**config.mk**
```make
export PLATFORM = sky130hd
export DESIGN_NAME = dmem_uart_responder
export DESIGN_NICKNAME = d
export VERILOG_FILES = /design/src/rtl/dmem_uart_responder.sv
export SDC_FILE = /design/constraint.sdc
export NUM_CORES = 1
export LEC_CHECK = 0
export CAP_MARGIN = 10
export CORE_ASPECT_RATIO = 2
export CORE_UTILIZATION = 50
export CTS_BUF_LIST = sky130_fd_sc_hd__clkbuf_2
export DETAILED_ROUTE_END_ITERATION = 12
export PLACE_DENSITY = 0.79
export REMOVE_ABC_BUFFERS = 1
export SETUP_SLACK_MARGIN = 0.5
export SLEW_MARGIN = 20
export SYNTH_ARGS = -nofsm -noshare
export SYNTH_HDL_FRONTEND = slang
export SYNTH_SLANG_ARGS = --single-unit
```
**constraint.sdc**
```tcl
create_clock -name clk -period 4.62 [get_ports clk]
set_input_delay 0.924 -clock clk [delete_from_list [all_inputs] [get_ports clk]]
set_output_delay 0.924 -clock clk [all_outputs]
set_load 0.005 [all_outputs]
```
**src/rtl/dmem_uart_responder.sv**
```systemverilog
// dmem_uart_responder
//   Data-memory-mapped UART transmitter with four 32-bit registers decoded on
//   d_addr[3:2]:
//     0 TXDATA  (write pushes wdata[7:0] when wmask[7:0] != 0, reads 0)
//     1 STATUS  ({29'b0, ovf, busy, full}; write 1 to bit 2 clears ovf)
//     2 DIVISOR (clocks per UART bit, bit-masked write of bits [15:0])
//     3 CYCLES  (free-running cycle counter, read-only)
//   Build option: define DMEM_UART_TXFIFO_EN for a 4-entry TX FIFO; without
//   it a single-byte holding register is used.
// Ports:
//   clk, rst            clock, asynchronous active-high reset
//   d_cmd_start/write   command request and direction (1 = write)
//   d_cmd_ready         command can be accepted this cycle
//   d_addr/wdata/wmask  byte address, write data, per-bit write mask
//   rdata/rdata_valid   read data and its single-cycle valid pulse
//   uart_tx             8N1 serial output, idle high
module dmem_uart_responder #(
  parameter logic [15:0] DEFAULT_DIV = 16'd234
) (
  input  logic        clk,
  input  logic        rst,
  input  logic        d_cmd_start,
  input  logic        d_cmd_write,
  output logic        d_cmd_ready,
  input  logic [31:0] d_addr,
  input  logic [31:0] wdata,
  input  logic [31:0] wmask,
  output logic [31:0] rdata,
  output logic        rdata_valid,
  output logic        uart_tx
);

  localparam logic [1:0] ST_IDLE  = 2'd0;
  localparam logic [1:0] ST_START = 2'd1;
  localparam logic [1:0] ST_DATA  = 2'd2;
  localparam logic [1:0] ST_STOP  = 2'd3;

  logic [1:0]  state;
  logic [15:0] baud_cnt;
  logic [2:0]  bit_idx;
  logic [7:0]  shreg;

  logic        ovf;
  logic [15:0] divisor;
  logic [31:0] cycles;

  logic        wr_acc;
  logic        rd_acc;
  logic [1:0]  sel;
  logic        push_req;
  logic        push;
  logic        pop;
  logic        fifo_full;
  logic        fifo_empty;
  logic [7:0]  fifo_head;
  logic        busy;
  logic [15:0] bit_len_m1;
  logic [31:0] rd_mux;

  logic        unused_bits;
  assign unused_bits = ^{d_addr[31:4], d_addr[1:0], wdata[31:16], wmask[31:16]};

  assign sel      = d_addr[3:2];
  assign wr_acc   = d_cmd_start & d_cmd_ready & d_cmd_write;
  assign rd_acc   = d_cmd_start & d_cmd_ready & ~d_cmd_write;
  assign push_req = wr_acc && (sel == 2'd0) && (|wmask[7:0]);
  // Full is judged on the pre-cycle occupancy, so a same-cycle pop never
  // rescues a push into a full FIFO.
  assign push     = push_req && !fifo_full;
  assign pop      = (state == ST_IDLE) && !fifo_empty;
  assign busy     = !fifo_empty || (state != ST_IDLE);

  // A divisor of 0 behaves as 1 clock per bit.
  assign bit_len_m1 = (divisor == 16'd0) ? 16'd0 : divisor - 16'd1;

`ifdef DMEM_UART_TXFIFO_EN
  logic [7:0] fifo_mem [4];
  logic [1:0] wr_ptr;
  logic [1:0] rd_ptr;
  logic [2:0] count;

  always_ff @(posedge clk) begin
    if (push) fifo_mem[wr_ptr] <= wdata[7:0];
  end

  always_ff @(posedge clk or posedge rst) begin
    if (rst) begin
      wr_ptr <= '0;
      rd_ptr <= '0;
      count  <= '0;
    end else begin
      if (push) wr_ptr <= wr_ptr + 2'd1;
      if (pop)  rd_ptr <= rd_ptr + 2'd1;
      count <= count + 3'(push) - 3'(pop);
    end
  end

  assign fifo_full  = (count == 3'd4);
  assign fifo_empty = (count == 3'd0);
  assign fifo_head  = fifo_mem[rd_ptr];
`else
  logic [7:0] hold;
  logic       hold_valid;

  // Push needs an empty register and pop needs a full one, so they never
  // coincide.
  always_ff @(posedge clk or posedge rst) begin
    if (rst) begin
      hold       <= '0;
      hold_valid <= 1'b0;
    end else if (push) begin
      hold       <= wdata[7:0];
      hold_valid <= 1'b1;
    end else if (pop) begin
      hold_valid <= 1'b0;
    end
  end

  assign fifo_full  = hold_valid;
  assign fifo_empty = !hold_valid;
  assign fifo_head  = hold;
`endif

  always_comb begin
    rd_mux = '0;
    case (sel)
      2'd0:    rd_mux = '0;
      2'd1:    rd_mux = {29'b0, ovf, busy, fifo_full};
      2'd2:    rd_mux = {16'b0, divisor};
      default: rd_mux = cycles;
    endcase
  end

  // Command side: ready drops only in the cycle a read response is shown.
  always_ff @(posedge clk or posedge rst) begin
    if (rst) begin
      d_cmd_ready <= 1'b0;
      rdata       <= '0;
      rdata_valid <= 1'b0;
    end else begin
      d_cmd_ready <= ~rd_acc;
      rdata_valid <= rd_acc;
      if (rd_acc) rdata <= rd_mux;
    end
  end

  always_ff @(posedge clk or posedge rst) begin
    if (rst) begin
      ovf     <= 1'b0;
      divisor <= DEFAULT_DIV;
      cycles  <= '0;
    end else begin
      cycles <= cycles + 32'd1;
      if (push_req && fifo_full) begin
        ovf <= 1'b1;
      end else if (wr_acc && (sel == 2'd1) && wdata[2] && wmask[2]) begin
        ovf <= 1'b0;
      end
      if (wr_acc && (sel == 2'd2)) begin
        divisor <= (divisor & ~wmask[15:0]) | (wdata[15:0] & wmask[15:0]);
      end
    end
  end

  // Bit length is reloaded from the live divisor at each bit boundary, so a
  // divisor change applies from the next bit onward.
  always_ff @(posedge clk or posedge rst) begin
    if (rst) begin
      state    <= ST_IDLE;
      baud_cnt <= '0;
      bit_idx  <= '0;
      shreg    <= '0;
    end else begin
      case (state)
        ST_IDLE: begin
          if (!fifo_empty) begin
            state    <= ST_START;
            shreg    <= fifo_head;
            baud_cnt <= bit_len_m1;
            bit_idx  <= '0;
          end
        end
        ST_START: begin
          if (baud_cnt == 16'd0) begin
            state    <= ST_DATA;
            baud_cnt <= bit_len_m1;
          end else begin
            baud_cnt <= baud_cnt - 16'd1;
          end
        end
        ST_DATA: begin
          if (baud_cnt == 16'd0) begin
            baud_cnt <= bit_len_m1;
            if (bit_idx == 3'd7) begin
              state <= ST_STOP;
            end else begin
              shreg   <= {1'b0, shreg[7:1]};
              bit_idx <= bit_idx + 3'd1;
            end
          end else begin
            baud_cnt <= baud_cnt - 16'd1;
          end
        end
        default: begin
          if (baud_cnt == 16'd0) begin
            state <= ST_IDLE;
          end else begin
            baud_cnt <= baud_cnt - 16'd1;
          end
        end
      endcase
    end
  end

  // Decoded straight from state so reset forces the line high immediately.
  always_comb begin
    uart_tx = 1'b1;
    case (state)
      ST_START: uart_tx = 1'b0;
      ST_DATA:  uart_tx = shreg[0];
      default:  uart_tx = 1'b1;
    endcase
  end

endmodule
```
Word-level counts from Yosys, hierarchy flattened
Cells that the tools add are included.
W data, S select, Z words.

operators by class
  add/sub/neg operators = 4
  eq/ne operators = 11
  multiplexer cells = 25
  bitwise logic cells = 9
  reductions and logical operators = 25

operators with widths
  cell                     number
  $pmux W32 S3             1
  $mux W16                 4
  $add A32 B1 Y32 const B  1
  $and A16 B16 Y16         2
  $logic_not A16 Y1        2
  $pmux W16 S2             1
  $sub A16 B1 Y16 const B  2
  $mux W8                  3
  $not A16 Y16             1
  $or A16 B16 Y16          1
  $pmux W8 S2              1
  $mux W2                  5
  $ne A2 B2 Y1 const B     5
  $reduce_bool A2 Y1       5
  $logic_and A1 B1 Y1      9
  $mux W3                  3
  $reduce_or A8 Y1         1
  $pmux W2 S3              1
  $pmux W3 S2              1
  $reduce_and A5 Y1        1
  $eq A2 B1 Y1 const B     2
  $eq A2 B2 Y1 const B     2
  $logic_not A2 Y1         2
  $mux W1                  4
  11 further kinds         14

storage, ports and cells
  flip-flop bits (word level) = 121

Logic depth before layout (Yosys ltp)
Gate-level depths: netlist of run 1.

  depth after elaboration = 7
  depth in mapped cells = 8

Worst setup path before layout of run 1
Ideal clock, no wire load.

  kind = register -> register
  start point = register baud_cnt[0]
  end point = register shreg[0]
  library setup time = 0.125 ns
  arrival time = 2.312 ns
  data required time = 4.495 ns
  setup slack = 2.183 ns
  stages on the path, launching flop included = 8
  path buffers = 0
  period minus slack after synthesis = 2.437 ns
  path through = dfrtp_1 > inv_1 > ha_1 > or4b_1 > or4_4 > o21ai_4 > nand2_4 > mux2_4

between the ends
  longest elaborated chain between the ends = 3

ends and longest elaborated chain
  what                                RTL line  text
  from (decl)                         39        logic [15:0] baud_cnt;
  from (signal assigned)              179       baud_cnt <= bit_len_m1;
  from (signal assigned)              186       baud_cnt <= bit_len_m1;
  from (signal assigned)              188       baud_cnt <= baud_cnt - 16'd1;
  $logic_not A16 Y1                   192       if (baud_cnt == 16'd0) begin
  $ne A2 B2 Y1 (no source line)       n/a
  $reduce_and A4 Y1 (no source line)  n/a
  to (signal assigned)                178       shreg <= fifo_head;
  to (signal assigned)                197       shreg <= {1'b0, shreg[7:1]};
  to (decl)                           41        logic [7:0] shreg;

No other way between the ends.
A chain may end at the register's enable or synchronous reset.

Worst setup path after layout of run 1
  start point = register state[0]
  end point = output uart_tx

between the ends
  longest elaborated chain between the ends = 2
  elaborated cells between the ends (all ways) = 3
  classes of those cells = eq/ne (2); mux (1)

ends and longest elaborated chain
  what                                                 RTL line  text
  from (decl)                                          38        logic [1:0] state;
  from (signal assigned)                               169       state <= ST_IDLE;
  from (signal assigned)                               177       state <= ST_START;
  from (signal assigned)                               185       state <= ST_DATA;
  $eq A2 B2 Y1 / $eq A2 B1 Y1 (equally long branches)  218       case (state)
  $pmux W1 S2 *                                        218
  to (decl)                                            30        output logic uart_tx

Mark *: on every way between the ends. The rest lies on a longest branch, timed or not.

==> results by group, run 1 <==
Timing
  • Slew @ Worst Pin: 1010 ps
  • Crit path time final: between 3000 and 4000 ps
  • Pins Over Slew Limit: 0
  • Max Clock Freq: around 0.27 GHz
  • RSZ-0062 raised after global routing: no
  • # setup viols final: 0
  • Fin worst setup slack: roughly 940 ps
  • Worst Skew: 39.6 ps
  • Final TNS setup: 0 ps
  • Final hold violations: 0
  • Final period util: 79.6%
  • Slew headroom: around a third

Yosys
  • Area fraction of the dominant cell type after synthesis: a little under half
  • Ys Warns: 0
  • Async SR Flop Fraction: 100%
  • Area leader, netlist: dfrtp_1
  • FF+latch count, synth: about 120
  • Synthesized area per cell: 10.3 um^2
  • Main synth FF type: dfrtp_1
  • Sequential cell area fraction in the yosys report: approximately 50%
  • Cell area after synthesis: a little over 6000 um^2
  • Mapped Cells: 600
  • Netlist cell types: 63
  • Post-synth EDFFs: 0
  • Synth area leaders: dfrtp_1 47%, mux2_2 6.2%, nand2_1 4.4%, xnor2_1 4.0%, nor2_1 2.8%

Routing
  • Iter 0 DRT Violations: 284
  • Residual DRC count: 0
  • Final ANT Viol Nets: 0
  • Via density per instance: just under 6
  • Final wirelength: around 15000 um
  • Via Count: around 4900
  • Iteration count of the initial detailed-routing pass: 5
  • Drt wl/cell: 17.9 um

Worst hold path
  • HP Class: reg -> reg

Layout
  • Nets: ~780
  • Commonest non-fill, non-tap cell in the layout: dfrtp_1
  • Share of layout cells above drive strength 1: 14.3%
  • Commonest cells after routing, fill and taps aside: 116 x dfrtp_1, 73 x nand2_1, 72 x clkdlybuf4s50_1
  • Layout area overhead: 17.9%

Worst setup path
  • CP arrival: about 2800 ps
  • Max FO, Critical Path: 13
  • Critical path type: reg -> out
  • CP Launch Type: flip-flop
  • CP Capture Type: primary output
  • WP data required: between 3000 and 4000 ps

Floorplanning
  • Area of the core: ~12000 um^2
  • IO Pins: about 140
  • Rows: 57
  • Die Y: about 160 um
  • Die area: 12900 um^2
  • Die width: 80.7 um
  • Initial Util: between 50% and 60%

Clocking
  • CTS Buf Count: 17
  • Clock-pin transition on the worst setup and hold timing paths: 220 ps
  • CTS Root Cell: clkbuf_2
  • Post-CTS Hold Buffers: 0
  • Gates resized, CTS repair: 0
  • CTS tree: done
  • Clock Sinks: between 100 and 150
  • Postcts setup bufs: 0
  • Clock Latency Late Sink: approximately 700 ps
  • CTS max path bufs: 2
  • H-tree depth: 4

Job
  • MaxCap Viol Count: 0

Place
  • Routability cong.: between 0.8 and 0.9
  • Port buffer count: 72
  • Post-DP HPWL: approximately 11000 um
  • Pre-CTS setup slack: between 1500 and 2000 ps

Pwr
  • Design Power: between 2 and 3 mW
  • P_leak: approximately 3.1 nW
  • VDD IR-drop max: ~0.00024 V
  • Pwr per Cell Area: between 300 and 400 nW/um^2

Global routing
  • Initial antenna violation count: 1
  • All-layer global routing usage: approximately 25%
  • Global-route wire length before repair: 24200 um
  • Largest net degree at the start of global routing: 72
  • Aggregate global routing overflow: 0
  • Vias in the first global route: a little over 5000

Outcome
  • Status: completed
layout make-up:
cell class	instances	area (um^2)
fill	1070	4820
antenna	1	2.50
clock buffer	18	90.1
timing repair buffer	78	778
clock inverter	14	150
multi-input combinational	438	3010
tap	147	184
inverter	15	58.8
sequential	121	3030
cells by family (layout without fill, tap and decap cells):
group	Yosys count	in the layout	share of synthesized area, %
simple gates	218	218	17.7
flops	121	121	49.0
compound gates	108	108	11.9
mux	57	57	10.5
xor+xnor	44	44	6.22
buf+inv	41	125	2.50
fa+ha+maj	11	11	2.22
other cells	0	1	0
synth_stat cells (4+ instances only):
| cell type | instances |
|---|---|
| inv_1 | 15 |
| nand2_1 | 73 |
| ha_1 | 11 |
| nor3b_1 | 5 |
| nand4_1 | 9 |
| xnor2_1 | 28 |
| mux2_2 | 34 |
| dfstp_2 | 5 |
| or3_1 | 5 |
| o21ai_0 | 33 |
| buf_1 | 5 |
| nand2b_1 | 4 |
| o21ai_1 | 8 |
| or4_1 | 4 |
| nor3_1 | 10 |
| nor4_1 | 12 |
| a22oi_1 | 5 |
| nor2b_1 | 4 |
| dfrtp_1 | 116 |
| a31oi_1 | 5 |
| nand3_1 | 14 |
| mux2_4 | 7 |
| clkbuf_1 | 20 |
| xor2_1 | 16 |
| and3_1 | 7 |
| nor2_1 | 46 |
| and2_1 | 6 |
| mux2i_1 | 15 |
| a21oi_1 | 10 |
| and4_1 | 4 |
| a22o_1 | 14 |
path summary, 6_finish.rpt:
check	cells past startpoint	slack, ps	endpoint	start
setup / recovery	5	940	uart_tx	state[0]$_DFFE_PP0P_
hold / removal	1	500	cycles[16]$_DFF_PP0_	cycles[16]$_DFF_PP0_
setup reg to reg	7	1730	state[1]$_DFFE_PP0P_	baud_cnt[0]$_DFFE_PP0P_
hold reg to reg	1	500	cycles[16]$_DFF_PP0_	cycles[16]$_DFF_PP0_
max in group asynchronous	3	3070	rdata[10]$_DFFE_PP0P_	rst
min in group asynchronous	2	720	shreg[3]$_DFFE_PP0P_	rst
critical path, cell delays in order (launching register included):
cell and delay, ps:
dfrtp_1 460, inv_1 110, ha_1 530, inv_1 270, a21oi_1 190, clkdlybuf4s50_1 510
layer usage:
metal,share of wire (%),GRT usage [%],vias to the layer above,wire length (um)
met5,0,0,-,0
met4,3.7,13.3,0,555
met3,3.3,4.24,48,498
met2,57,46.0,135,8490
met1,36,25.1,2417,5360
li1,-,-,2293,-
power breakdown:
group / switching [mW] / internal, mW / leakage (nW)
combinational: 0.285 / 0.318 / 1.42
clock: 0.435 / 0.253 / 0.142
sequential: 0.214 / 1.22 / 1.58
total: 0.934 / 1.79 / 3.14
through the flow:
stage                     instances  cell area, um^2  utilization (%)  hold slack (ps)
final                           832             7310             60.3              505
after global placement          799             7060             58.3              465
after CTS                       831             7300             60.2              507
after floorplan                 574             6100                -              445
after detailed placement        799             7060             58.3              472
after global routing            832             7310             60.3              527
Note: power is estimated with default switching activity, not from simulation.
==> run 2: changes to the inputs <==
==> constraint.sdc (replaced) <==
create_clock -name clk -period 3.5 [get_ports clk]
set_input_delay 0.7 -clock clk [delete_from_list [all_inputs] [get_ports clk]]
set_output_delay 0.7 -clock clk [all_outputs]
set_load 0.005 [all_outputs]
==> run 2 against run 1 <==
Net effect: wire length grew 0.81%; combinational power up 32%; cell area hardly changed; cell count is 0.84% higher; clock skew up 7.0 ps; first-iteration DRC count shrank 9.5%; non-clock buffer count up 7; clock-buffer cell count grew 2.
==> results by group, run 2 (synthesized netlist as in run 1, its figures left out) <==
Layout
  • Multi-input gate area: 3010 um^2 (unchanged)
  • Nets: 789 (was 782)
  • Register Area: 3030 um^2 (unchanged)
  • Share of layout cells above drive strength 1: 15.3% (was 14.3%)
  • Commonest cells after routing, fill and taps aside: 116 x dfrtp_1, 73 x nand2_1, 71 x clkdlybuf4s50_1 (was 116 x dfrtp_1, 73 x nand2_1, 72 x clkdlybuf4s50_1)
  • Commonest non-fill, non-tap cell in the layout: dfrtp_1 (unchanged)
  • Layout area overhead: 17.9% (about the same)
  • Filler cells: 1022 (was 1070)
  • Finished Layout Cells: 839 (was 832)

Outcome
  • Status: completed (unchanged)

Worst setup path
  • Slowest cell on crit path: nor4_1 (was ha_1)
  • Max FO, Critical Path: 6 (was 13)
  • Buf+Inv Stages, Crit Path: 1 (was 3)
  • CP peak stage delay: 560 ps (was 530 ps)
  • Critical path type: reg -> reg (was reg -> out)
  • WP data required: 4040 ps (was 3700 ps)
  • CP arrival: 3270 ps (was 2750 ps)
  • CP delay by family, top: simple AND/OR/NAND/NOR gates (was buffers and inverters)
  • CP Launch Type: flip-flop (unchanged)
  • CP Capture Type: flip-flop (was primary output)
  • CP Cell Sequence: inv_1, ha_1, or4b_1, nor4_1, a21oi_1, a211oi_2, mux2_1 (was inv_1, ha_1, inv_1, a21oi_1, clkdlybuf4s50_1)

Timing
  • Worst Skew: 46.6 ps (was 39.6 ps)
  • Hold Slack: 488 ps (was 505 ps)
  • Final TNS setup: 0 ps (unchanged)
  • Slew headroom: 29.2% (was 32.0%)
  • Slew @ Worst Pin: 1050 ps (was 1010 ps)
  • Fin worst setup slack: 770 ps (was 942 ps)
  • Final hold violations: 0 (unchanged)
  • Max Clock Freq: ~0.37 GHz
  • RSZ-0062 raised after global routing: no (unchanged)
  • Pins Over Slew Limit: 0 (unchanged)
  • Crit path time final: about 2700 ps
  • Final period util: 78.0%
  • # setup viols final: 0 (unchanged)

Pwr
  • P_leak: 3.15 nW (was 3.14 nW)
  • VDD IR-drop max: 0.000249 V (was 0.000235 V)
  • Int Pwr: 2.22 mW (was 1.79 mW)
  • Pwr per Cell Area: 469 nW/um^2 (was 373 nW/um^2)
  • Clock Power Share: 21.6% (was 25.2%)
  • Design Power: 3.43 mW (was 2.73 mW)
  • Psw: 1.21 mW (was 0.934 mW)
  • Combinational share of power: 23.2% (was 22.1%)
  • Net Sw Frac: 35.3% (was 34.2%)
  • Sequential power share: 55.2% (was 52.6%)

Global routing
  • Aggregate global routing overflow: 0 (unchanged)
  • All-layer global routing usage: 25.3% (was 24.8%)
  • Vias in the first global route: 5189 (was 5034)
  • Largest net degree at the start of global routing: 67 (was 72)
  • Global-route wire length before repair: 24800 um (was 24200 um)
  • Initial antenna violation count: 1 (unchanged)

Clocking
  • CTS Buf Count: 17 (unchanged)
  • CTS Root Cell: clkbuf_2 (unchanged)
  • CTS tree: done (unchanged)
  • CTS max path bufs: 2 (unchanged)
  • Clock Latency Late Sink: 680 ps (was 720 ps)
  • H-tree depth: 4 (unchanged)
  • Clock-pin transition on the worst setup and hold timing paths: 200 ps (was 220 ps)
  • Clock Sinks: 121 (unchanged)

Floorplanning
  • Die width: 80.7 um (unchanged)
  • IO Pins: 135 (unchanged)
  • Die Y: 159 um (unchanged)
  • Area of the core: 12100 um^2 (unchanged)
  • Die area: 12900 um^2 (unchanged)
  • Rows: 57 (unchanged)
  • Initial Util: 51.1% (unchanged)

Place
  • Routability cong.: 0.868 (was 0.898)
  • Pre-CTS setup slack: 668 ps (was 1580 ps)
  • Post-DP HPWL: 11300 um (was 11000 um)
  • Port buffer count: 72 (unchanged)
  • Placed insts: 802 (was 799)

Job
  • MaxCap Viol Count: 0 (unchanged)

Routing
  • Iter 0 DRT Violations: 257 (was 284)
  • Drt wl/cell: 17.9 um (about the same)
  • Via density per instance: 5.83 (was 5.88)
  • Final wirelength: 15000 um (was 14900 um)
  • Iteration count of the initial detailed-routing pass: 4 (was 5)
  • Final ANT Viol Nets: 0 (unchanged)
  • Residual DRC count: 0 (unchanged)
  • Via Count: 4894 (was 4893)

Worst hold path
  • HP Class: in -> async (was reg -> reg)
-- run 2: changes by cell type in the layout (fill, tap and decap cells not counted), moves of 2 or more --
cell / previous run / this run
clkinv_2: 2 / 4
buf_4: 5 / 11
bufinv_16: 2 / 0
clkbuf_2: 18 / 20
clkinv_4: 5 / 1
clkinvlp_4: 2 / 6
-- run 2: power groups by stage --
stage	combinational (mW)	clock (mW)	sequential [mW]
after detailed placement	0.797	0	1.91
after floorplan	0.554	0	1.83
final	0.796	0.740	1.89
after CTS	0.800	0.749	1.88
after global placement	0.767	0	1.90
after global routing	0.881	0.809	1.93
-- run 2: routing by layer --
metal  global-route usage (%)  wire, um
met1                     25.4      5420
met2                     47.1      8670
met3                     5.50       429
met4                     12.0       515
met5                        0         0
-- run 2: cell type report --
| cell class | count | area share [%] |
|---|---|---|
| Antenna cell | 1 | 0.0342 |
| Clock buffer | 20 | 1.37 |
| Clock inverter | 12 | 1.08 |
| Inverter | 15 | 0.856 |
| Multi-Input combinational cell | 438 | 41.2 |
| Sequential cell | 121 | 41.5 |
| Tap cell | 147 | 2.52 |
| Timing Repair Buffer | 85 | 11.5 |
-- run 2: timing repair --
item,in CTS,in global routing
hold buffers,0,0
endpoints found under the hold margin,0,0
setup endpoints to repair,1,1
setup buffers,2,2
gates resized for setup,2,1
-- run 2: through the flow --
step | instance area, um^2 | util (%)
after floorplan | 6100 | -
after global placement | 7090 | 58.4
after detailed placement | 7090 | 58.4
after CTS | 7290 | 60.1
after global routing | 7310 | 60.3
final | 7310 | 60.3
-- run 2: path summary, 6_finish.rpt --
check	slack (ps)	startpoint	endpoint	depth (start not counted)
worst max-delay path	770	baud_cnt[0]$_DFFE_PP0P_	state[1]$_DFFE_PP0P_	7
worst min-delay path	490	rst	async pin	2
worst max register to register	770	baud_cnt[0]$_DFFE_PP0P_	state[1]$_DFFE_PP0P_	7
worst min register to register	500	cycles[31]$_DFF_PP0_	cycles[31]$_DFF_PP0_	1
max in group asynchronous	2150	rst	async pin	3
min in group clk	500	cycles[31]$_DFF_PP0_	cycles[31]$_DFF_PP0_	1
